--- src/rtl/gcd_pkg.sv ---
// Shared constants and FSM encoding for the Avalon-MM GCD front end.
// Register map, CTRL bit positions and controller state enum.
package gcd_pkg;

   localparam logic [1:0] ADDR_A      = 2'd0;
   localparam logic [1:0] ADDR_B      = 2'd1;
   localparam logic [1:0] ADDR_CTRL   = 2'd2;
   localparam logic [1:0] ADDR_RESULT = 2'd3;

   localparam int CTRL_START = 0;
   localparam int CTRL_BUSY  = 1;
   localparam int CTRL_DONE  = 2;
   localparam int CTRL_ERR   = 3;
   localparam int CTRL_IE    = 4;

   typedef enum logic [2:0] {
      ST_IDLE,
      ST_LOAD_A,
      ST_LOAD_B,
      ST_WAIT,
      ST_ABORT
   } gcd_state_e;

endpackage

--- src/rtl/gcd_watchdog.sv ---
// Saturating busy-cycle counter guarding the GCD core wait phase.
// expired_o flags the cycle in which the count reaches TIMEOUT_CYCLES.
module gcd_watchdog #(
   parameter int TIMEOUT_CYCLES = 96
) (
   input  logic clk_i,
   input  logic rst_ni,
   input  logic clear_i,
   input  logic enable_i,
   output logic expired_o
);

   localparam int CW = $clog2(TIMEOUT_CYCLES + 1);
   localparam logic [CW-1:0] LIMIT = CW'(TIMEOUT_CYCLES);

   logic [CW-1:0] cnt_q, cnt_d;

   always_comb begin
      cnt_d = cnt_q;
      if (clear_i) begin
         cnt_d = '0;
      end else if (enable_i && (cnt_q != LIMIT)) begin
         cnt_d = cnt_q + CW'(1);
      end
   end

   assign expired_o = enable_i && (cnt_d == LIMIT);

   always_ff @(posedge clk_i or negedge rst_ni) begin
      if (!rst_ni) begin
         cnt_q <= '0;
      end else begin
         cnt_q <= cnt_d;
      end
   end

endmodule

--- src/rtl/gcd_avalon_if.sv ---
// Avalon-MM slave wrapping a GCD core: operand shadows, start FSM, watchdog.
// Define GCD_IRQ_EN to add the IE control bit and the irq output.
module gcd_avalon_if
   import gcd_pkg::*;
#(
   parameter int TIMEOUT_CYCLES = 96,
   parameter int DATA_W         = 32
) (
   input  logic              clock,
   input  logic              resetn,
   input  logic [1:0]        address,
   input  logic              chipselect,
   input  logic              write,
   input  logic              read,
   input  logic [DATA_W-1:0] writedata,
   output logic [DATA_W-1:0] readdata,
   output logic [DATA_W-1:0] opIn,
   output logic              loadA,
   output logic              loadB,
   output logic              gcd_resetn,
   input  logic [DATA_W-1:0] outGCD,
   input  logic              outDone
`ifdef GCD_IRQ_EN
   ,output logic             irq
`endif
);

   gcd_state_e state_q, state_d;

   logic [DATA_W-1:0] a_q, a_d;
   logic [DATA_W-1:0] b_q, b_d;
   logic [DATA_W-1:0] result_q, result_d;
   logic [DATA_W-1:0] rdata_q, rdata_d;
   logic [DATA_W-1:0] ctrl_rd;
   logic              done_q, done_d;
   logic              err_q, err_d;
   logic              ie_bit;
   logic              wr_en, rd_en, ctrl_wr, start;
   logic              in_idle, in_wait, core_done;
   logic              wd_expired;

   assign wr_en     = chipselect & write;
   assign rd_en     = chipselect & read;
   assign ctrl_wr   = wr_en && (address == ADDR_CTRL);
   assign start     = ctrl_wr && writedata[CTRL_START];
   assign in_idle   = (state_q == ST_IDLE);
   assign in_wait   = (state_q == ST_WAIT);
   assign core_done = in_wait && outDone;

   gcd_watchdog #(
      .TIMEOUT_CYCLES(TIMEOUT_CYCLES)
   ) u_wdog (
      .clk_i    (clock),
      .rst_ni   (resetn),
      .clear_i  (state_q == ST_LOAD_B),
      .enable_i (in_wait),
      .expired_o(wd_expired)
   );

   always_ff @(posedge clock or negedge resetn) begin
      if (!resetn) begin
         state_q <= ST_IDLE;
      end else begin
         state_q <= state_d;
      end
   end

   // A done pulse in the same cycle as expiry still completes normally.
   always_comb begin
      state_d = state_q;
      unique case (state_q)
         ST_IDLE:   if (start) state_d = ST_LOAD_A;
         ST_LOAD_A: state_d = ST_LOAD_B;
         ST_LOAD_B: state_d = ST_WAIT;
         ST_WAIT: begin
            if (outDone) begin
               state_d = ST_IDLE;
            end else if (wd_expired) begin
               state_d = ST_ABORT;
            end
         end
         ST_ABORT:  state_d = ST_IDLE;
         default:   state_d = ST_IDLE;
      endcase
   end

   always_comb begin
      opIn       = '0;
      loadA      = 1'b0;
      loadB      = 1'b0;
      gcd_resetn = 1'b1;
      unique case (state_q)
         ST_LOAD_A: begin
            opIn  = a_q;
            loadA = 1'b1;
         end
         ST_LOAD_B: begin
            opIn  = b_q;
            loadB = 1'b1;
         end
         ST_ABORT:  gcd_resetn = 1'b0;
         default:   ;
      endcase
   end

   // Sticky flags: a set in the same cycle as the W1C write wins.
   always_comb begin
      a_d      = a_q;
      b_d      = b_q;
      result_d = result_q;
      done_d   = done_q;
      err_d    = err_q;
      if (wr_en && in_idle && (address == ADDR_A)) a_d = writedata;
      if (wr_en && in_idle && (address == ADDR_B)) b_d = writedata;
      if (ctrl_wr && writedata[CTRL_DONE]) done_d = 1'b0;
      if (ctrl_wr && writedata[CTRL_ERR])  err_d  = 1'b0;
      if (core_done) begin
         result_d = outGCD;
         done_d   = 1'b1;
      end
      if (state_q == ST_ABORT) err_d = 1'b1;
   end

   always_comb begin
      ctrl_rd            = '0;
      ctrl_rd[CTRL_BUSY] = !in_idle;
      ctrl_rd[CTRL_DONE] = done_q;
      ctrl_rd[CTRL_ERR]  = err_q;
      ctrl_rd[CTRL_IE]   = ie_bit;
   end

   always_comb begin
      rdata_d = rdata_q;
      if (rd_en) begin
         unique case (address)
            ADDR_A:    rdata_d = a_q;
            ADDR_B:    rdata_d = b_q;
            ADDR_CTRL: rdata_d = ctrl_rd;
            default:   rdata_d = result_q;
         endcase
      end
   end

   always_ff @(posedge clock or negedge resetn) begin
      if (!resetn) begin
         a_q      <= '0;
         b_q      <= '0;
         result_q <= '0;
         rdata_q  <= '0;
         done_q   <= 1'b0;
         err_q    <= 1'b0;
      end else begin
         a_q      <= a_d;
         b_q      <= b_d;
         result_q <= result_d;
         rdata_q  <= rdata_d;
         done_q   <= done_d;
         err_q    <= err_d;
      end
   end

   assign readdata = rdata_q;

`ifdef GCD_IRQ_EN
   logic ie_q, ie_d;
   logic irq_q, irq_d;

   always_comb begin
      ie_d  = ie_q;
      if (ctrl_wr) ie_d = writedata[CTRL_IE];
      irq_d = ie_q & (done_q | err_q);
   end

   always_ff @(posedge clock or negedge resetn) begin
      if (!resetn) begin
         ie_q  <= 1'b0;
         irq_q <= 1'b0;
      end else begin
         ie_q  <= ie_d;
         irq_q <= irq_d;
      end
   end

   assign ie_bit = ie_q;
   assign irq    = irq_q;
`else
   assign ie_bit = 1'b0;
`endif

endmodule

--- config.mk ---
export PLATFORM = sky130hd
export DESIGN_NAME = gcd_avalon_if
export DESIGN_NICKNAME = d
export VERILOG_FILES = /design/src/rtl/gcd_pkg.sv /design/src/rtl/gcd_watchdog.sv /design/src/rtl/gcd_avalon_if.sv
export SDC_FILE = /design/constraint.sdc
export NUM_CORES = 1
export LEC_CHECK = 0
export ABC_CLOCK_PERIOD_IN_PS = 1740
export CORE_MARGIN = 2
export CORE_UTILIZATION = 46
export CTS_CLUSTER_SIZE = 25
export DETAILED_ROUTE_END_ITERATION = 8
export GPL_ROUTABILITY_DRIVEN = 1
export PLACE_DENSITY_LB_ADDON = 0.08
export SYNTH_ARGS = -nofsm -noshare
export SYNTH_HDL_FRONTEND = slang
export SYNTH_SLANG_ARGS = --single-unit
--- constraint.sdc ---
create_clock -name clock -period 1.74 [get_ports clock]
set_input_delay 0.261 -clock clock [delete_from_list [all_inputs] [get_ports clock]]
set_output_delay 0.261 -clock clock [all_outputs]
set_load 0.005 [all_outputs]
==> reports/metrics.yaml, run 1 <==
run_status:
  status: "finished with violations"
  violations: "setup timing"
floorplanning:
  fp.dieW_um: 122
  dieArea_um2: 14800
  pin_count: 139
  coreArea_um2: 13700
  rows: 43
  start_util: 0.465
  die_height_um: 122
grt:
  antenna_found_initial: 0
  grt_pass1_vias: 5012
  grt_pass1_wl_um: 26600
  grt_max_degree: 49
  grt_use_total: 0.237
  grt_overflow: 0
sta:
  holdWs_ns: 0.342
  max_freq_mhz: 475
  tns_ns: -16.81
  hold_viol: 0
  skew_ns: 0.00595
  fin_ws_ns: -0.364
  tightest_slew_ns: 0.478
  drv_slew: 0
  rsz0062_at_grt: "true"
  finalCritPeriodShare: 1.21
  finalCriticalPeriod_ns: 2.10
  max_slew_margin: 0.681
  setup_viol: 102
route:
  firstDrtPassIters: 4
  wl_per_cell_um: 19.7
  vias: 4959
  viasPerCell: 5.44
  wl_um: 18000
  drtIter0Drc: 367
  ant_nets: 0
  drc_errors: 0
setup_path:
  worst_ep_arrival_time_ns: 1.84
  worstSetupStartpointType: "flip-flop"
  path_cells: "nor3b_4 -> buf_4 -> buf_6 -> buf_8 -> a22o_1 -> buf_2"
  crit_fanout: 7
  crit_type: "flip-flop to output pin"
  cp_top_family: "buffers and inverters"
  cp_slowest_cell: "dfrtp_2"
  crit_buf_inv: 4
  max_stage_delay_ns: 0.46
  worstPathRequired_ns: 1.48
  cp-end-kind: "output pin"
yosys:
  syn-cell-area_um2: 6380
  synth_cell_types: 37
  yosys.area.top_type: "dfrtp_1"
  syn_nets: 598
  synth_common_cells: "140 x dfrtp_1, 95 x mux2_2, 42 x nand2_1"
  ys_top_cells_by_area: "dfrtp_1 55%, mux2_2 17%, mux2i_1 4.5%, a22o_1 4.4%, a21oi_1 2.7%"
  synth_warnings: 0
  syn-instance-count: 524
  ys_ff_latch: 140
  netlist.area_leader.share: 0.549
  yosys_most_used_dff: "dfrtp_1"
  synth.avg_cell_area_um2: 12.2
  yosysMostFrequentCell: "dfrtp_1"
  synth_edf_count: 0
  synth-seq-area-share: 0.549
  async_flop_share: 1.00
place:
  dp_hpwl_um: 11200
  dp.cells: 848
  detailedPlace.worstSlack_ns: -0.238
  gp_congestion: 0.784
  place_area_um2: 8220
  port_buffers: 138
flow_run:
  maxCapViolCount: 0
pwr:
  peakVddDrop_v: 0.000858
  leakagePower_nw: 4.29
  total_power_mw: 15.0
  power_density_nw_per_um2: 1600
clock_network:
  clockBufferDepth: 2
  worstSkewPairLatency_ns: 0.43
  clk_root_buffer_cell: "clkbuf_16"
  htreeDepth: 4
  clk_pin_slew_worst_paths_ns: 0.06
  tritoncts: "built"
  clkSinkCount: 140
  cts_inserted_buffers: 17
cells_and_area:
  drive_gt1_frac: 0.372
  syn2layout_area_growth_pct: 46.7
  design_area_um2: 9360
  layout.cells.non_filler: 912
  post-route-util: 0.682
  fill_cells: 1027
  antennaDiodeCount: 0
  nets: 793
worst_hold_path:
  hold_path_class: "primary input to asynchronous set/reset pin"
cells in the final DEF, fill, tap and decap left out, types with 4 or more instances in the layout:
| cell type | count |
|---|---|
| dfrtp_1 | 136 |
| buf_6 | 21 |
| buf_4 | 38 |
| mux2i_1 | 29 |
| nor2_1 | 37 |
| dfrtp_2 | 4 |
| clkbuf_16 | 19 |
| nand2_1 | 38 |
| a21oi_1 | 33 |
| a22o_1 | 32 |
| buf_2 | 32 |
| clkdlybuf4s50_1 | 100 |
| mux2_2 | 63 |
| mux2_4 | 37 |
| buf_12 | 11 |
| buf_8 | 4 |
| o21ai_0 | 33 |
| clkinv_2 | 6 |
registers in the layout, indices dropped and copies added (netlist names):
register and cells:
u_wdog.cnt_q 7, result_q 32, a_q 32, readdata 32, state_q 3, done_q 1
err_q 1, b_q 32
final timing paths:
check                             from         endpoint  slack (ns)  depth (start not counted)
min                             resetn  u_wdog.cnt_q[5]        0.34                          2
max                         state_q[2]         opIn[31]       -0.36                          6
min in group clock           outGCD[6]      result_q[6]        0.45                          2
max in group asynchronous       resetn     readdata[26]        0.80                          3
min reg2reg                readdata[5]      readdata[5]        0.48                          2
max reg2reg                 state_q[0]          a_q[29]       -0.18                          6
repair_timing:
action                     CTS  global route
gates cloned                 1             5
hold buffers                 1             0
hold endpoints to repair    43             0
resized for setup          140           105
setup endpoints to repair  102           126
buffers inserted             3            27
pin swaps                    2            46
cell families after synthesis:
logic type / after synthesis / share of synthesized area
adders and majority gates: 2 / 0.00392
and+or+nand+nor: 105 / 0.0786
muxes: 132 / 0.233
buffers and inverters: 38 / 0.0288
DFF: 140 / 0.549
AOI/OAI and AO/OA: 103 / 0.101
xor gates and xnor gates: 4 / 0.00549
area by class of cell:
cell class,instances,area (um^2),area share
inverters,2,7.51,0.000802
well taps,180,225,0.0241
multi-input cells,346,2980,0.318
flip-flops and latches,140,3510,0.375
clock buffers,20,457,0.0488
repair buffers,212,2060,0.220
clock inverters,12,121,0.0130
where the power goes:
part	total [mW]	switching (mW)	internal [mW]	leakage, nW
clock network	3.55	1.38	2.17	0.281
logic	5.87	2.27	3.60	2.25
registers	5.59	0.945	4.64	1.76
metal layers:
metal  vias up  track usage  routed length [um]  share of wire
met1      2499        0.314                7890           0.44
met2       160        0.389                8780           0.49
li1       2275            -                   -              -
met4         0       0.0819                 308          0.017
met5         -            0                   0              0
met3        25       0.0520                1000          0.056
(Power assumes the default switching activity.)
==> run 2: changes to the inputs <==
--- a/config.mk
+++ b/config.mk
@@ -5,7 +5,7 @@
 export SDC_FILE = /design/constraint.sdc
 export NUM_CORES = 1
 export LEC_CHECK = 0
-export ABC_CLOCK_PERIOD_IN_PS = 1740
+export ABC_CLOCK_PERIOD_IN_PS = 1900
 export CORE_MARGIN = 2
 export CORE_UTILIZATION = 46
 export CTS_CLUSTER_SIZE = 25
==> constraint.sdc (replaced) <==
create_clock -name clock -period 1.9 [get_ports clock]
set_input_delay 0.285 -clock clock [delete_from_list [all_inputs] [get_ports clock]]
set_output_delay 0.285 -clock clock [all_outputs]
set_load 0.01 [all_outputs]
==> run 2 against run 1 <==
- worst setup slack improved by 0.12 ns
- sequential power down 8.4%
- first-iteration DRC count decreased by 28%
- utilization about the same
- critical path type unchanged
- largest power group unchanged
- clock-buffer cell count grew 3
- clock skew up 0.0080 ns
- design area hardly changed
- largest cell class unchanged
- the flow still finishes with violations (setup timing)
- die area is the same
- clock power decreased by 3%
- register-to-register slack worse by 0.03 ns
- global-route usage is 1.9 points higher
- highest routed layer is now met5
==> reports/metrics.yaml, run 2 (same netlist as run 1, synthesis figures left out) <==
run_status:
  status: "finished with violations"
  violations: "setup timing"
clock_network:
  cts_inserted_buffers: 17  # unchanged
  worstSkewPairLatency_ns: 0.42  # about the same
  clkSinkCount: 140  # unchanged
  clk_pin_slew_worst_paths_ns: 0.06  # about the same
  htreeDepth: 4  # unchanged
  clockBufferDepth: 2  # unchanged
  tritoncts: "built"
  clk_root_buffer_cell: "clkbuf_16"
grt:
  grt_overflow: 0  # unchanged
  grt_pass1_wl_um: 28400  # +6.5%
  top_usage_layer: "met2"
  met3_usage: 0.0735  # +0.0215
  grt_util_met1: 0.345  # +0.0310
  grt_use_total: 0.256  # +0.0189
  grt_max_degree: 61  # +24%
  antenna_found_initial: 1  # +1
  grt_use_met2: 0.406  # +0.0175
  grt_pass1_vias: 5127  # +2.3%
floorplanning:
  die_height_um: 122  # unchanged
  fp.dieW_um: 122  # unchanged
  dieArea_um2: 14800  # unchanged
  coreArea_um2: 13700  # unchanged
  pin_count: 139  # unchanged
  rows: 43  # unchanged
  start_util: 0.465  # unchanged
sta:
  max_slew_margin: 0.613  # -0.0680
  hold_viol: 0  # unchanged
  tns_ns: -16.72  # +0.0832 ns
  rsz0062_at_grt: "true"
  skew_ns: 0.0140  # +0.00802 ns
  tightest_slew_ns: 0.580  # +0.102 ns
  drv_slew: 0  # unchanged
  finalCriticalPeriod_ns: 2.15
  holdWs_ns: 0.424  # +0.0820 ns
  fin_ws_ns: -0.249  # +0.115 ns
  max_freq_mhz: 465
  finalCritPeriodShare: 1.13
  setup_viol: 98  # -3.9%
place:
  dp_hpwl_um: 11200  # -0.14%
  gp_congestion: 0.757  # -3.4%
  port_buffers: 138  # unchanged
setup_path:
  worstPathRequired_ns: 1.62  # +0.14 ns
  cp_slowest_cell: "dfrtp_1"
  path_cells: "buf_6 -> nor3b_4 -> buf_6 -> buf_8 -> buf_12 -> a22o_1 -> buf_2"
  worstRegToRegCells: 7  # +1
  worstSetupStartpointType: "flip-flop"
  critPathMostFrequentCell: "buf_6"
  worst_ep_arrival_time_ns: 1.86  # +0.02 ns
  worst_r2r_endpoint: "a_q[30]"
  crit_type: "flip-flop to output pin"
  crit_fanout: 8  # +1
  max_stage_delay_ns: 0.40  # -0.06 ns
  ff2ff_setup_slack_ns: -0.21  # -0.03 ns
  rr_startpoint: "state_q[1]"
  cp-end-kind: "output pin"
cells_and_area:
  syn2layout_area_growth_pct: 46.7  # about the same
  fill_cells: 1005  # -2.1%
  nets: 791  # -0.25%
  antennaDiodeCount: 0  # unchanged
  mostFrequentLayoutCell: "dfrtp_1"
  drive_gt1_frac: 0.356  # -0.0158
  final_cell_mix: "138 x dfrtp_1, 100 x clkdlybuf4s50_1, 63 x mux2_2, 39 x nand2_1"
pwr:
  combPwrFrac: 0.398  # +0.007
  peakVddDrop_v: 0.000884  # +3.1%
  power_density_nw_per_um2: 1520  # -4.9%
  leakagePower_nw: 4.32  # +0.65%
  p_int_mw: 9.86  # -5.2%
  p_sw_frac: 0.309  # +0.00210
  p_sw_mw: 4.40  # -4.3%
  seqPwrFrac: 0.359  # -0.013
  p_clk_frac: 0.243  # +0.006
  total_power_mw: 14.3  # -4.9%
route:
  firstDrtPassIters: 4  # unchanged
  drc_errors: 0  # unchanged
  viasPerCell: 5.48  # +0.83%
  wl_um: 18600  # +3.1%
  vias: 4978  # +0.38%
  drtIter0Drc: 263  # -28%
  ant_nets: 0  # unchanged
  wl_per_cell_um: 20.4  # +3.6%
flow_run:
  maxCapViolCount: 0  # unchanged
worst_hold_path:
  hold_path_class: "primary input to asynchronous set/reset pin"
-- run 2: cell type report --
type	count	area, um^2	area share
Sequential cell	140	3510	0.375
Multi-Input combinational cell	346	2940	0.315
Timing Repair Buffer	210	2070	0.221
Clock buffer	23	468	0.0500
Tap cell	180	225	0.0241
Clock inverter	7	139	0.0148
Inverter	2	7.51	0.000802
-- run 2: per-stage QoR --
step / util / worst slack, ns / cell area [um^2] / cells
2_1_floorplan: - / 0.0236 / 6380 / 524
3_3_place_gp: 0.595 / -0.0483 / 8160 / 844
3_5_place_dp: 0.595 / -0.0829 / 8160 / 844
4_1_cts: 0.675 / -0.278 / 9260 / 911
5_1_grt: 0.682 / -0.320 / 9360 / 908
6_report: 0.682 / -0.249 / 9360 / 908
-- run 2: worst max-delay path by stage --
stage,from,to,slack (ns),cells past startpoint
4_1_cts,state_q[0],opIn[1],-0.28,8
5_1_grt,state_q[0],opIn[1],-0.32,7
6_report,state_q[0],opIn[17],-0.25,7
3_5_place_dp,chipselect,a_q[16],-0.08,5
2_1_floorplan,state_q[1],opIn[22],0.02,4
3_3_place_gp,chipselect,a_q[15],-0.05,5
-- run 2: repair_timing --
item | CTS | global route
endpoints found under the hold margin | 55 | 0
buffers inserted | 33 | 4
gates resized for setup | 216 | 39
setup endpoints to repair | 67 | 135
pin swaps | 40 | 16
cloned | 7 | 2
hold buffers | 1 | 0
-- run 2: layer usage --
layer / part of all wire / vias up
li1: - / 2267
met1: 0.43 / 2531
met2: 0.48 / 156
met3: 0.071 / 22
met4: 0.014 / 2
met5: 0.00075 / -
-- run 2: power groups by stage --
stage	clock network, mW	registers, mW	logic, mW
finish	3.46	5.12	5.68
global route	3.67	5.28	6.07
CTS	3.50	5.09	5.53
detailed placement	0	5.12	4.72
global placement	0	5.07	4.60
floorplan	0	4.97	2.59
-- run 2: critical path, delay by kind of cell (launching register included) --
kind / cells / cell delay, ns
AND/OR/NAND/NOR: 1 / 0.23
buffers and inverters: 5 / 0.65
AO/OA/AOI/OAI: 1 / 0.17
flip-flops: 1 / 0.40
==> run 3: changes to the inputs <==
--- a/config.mk
+++ b/config.mk
@@ -10,7 +10,7 @@
 export CORE_UTILIZATION = 46
 export CTS_CLUSTER_SIZE = 25
 export DETAILED_ROUTE_END_ITERATION = 8
-export GPL_ROUTABILITY_DRIVEN = 1
+export GPL_ROUTABILITY_DRIVEN = 0
 export PLACE_DENSITY_LB_ADDON = 0.08
 export SYNTH_ARGS = -nofsm -noshare
 export SYNTH_HDL_FRONTEND = slang
==> results of run 3 <==
Same layout as run 2: the final DEF is identical, and so are final timing and power.
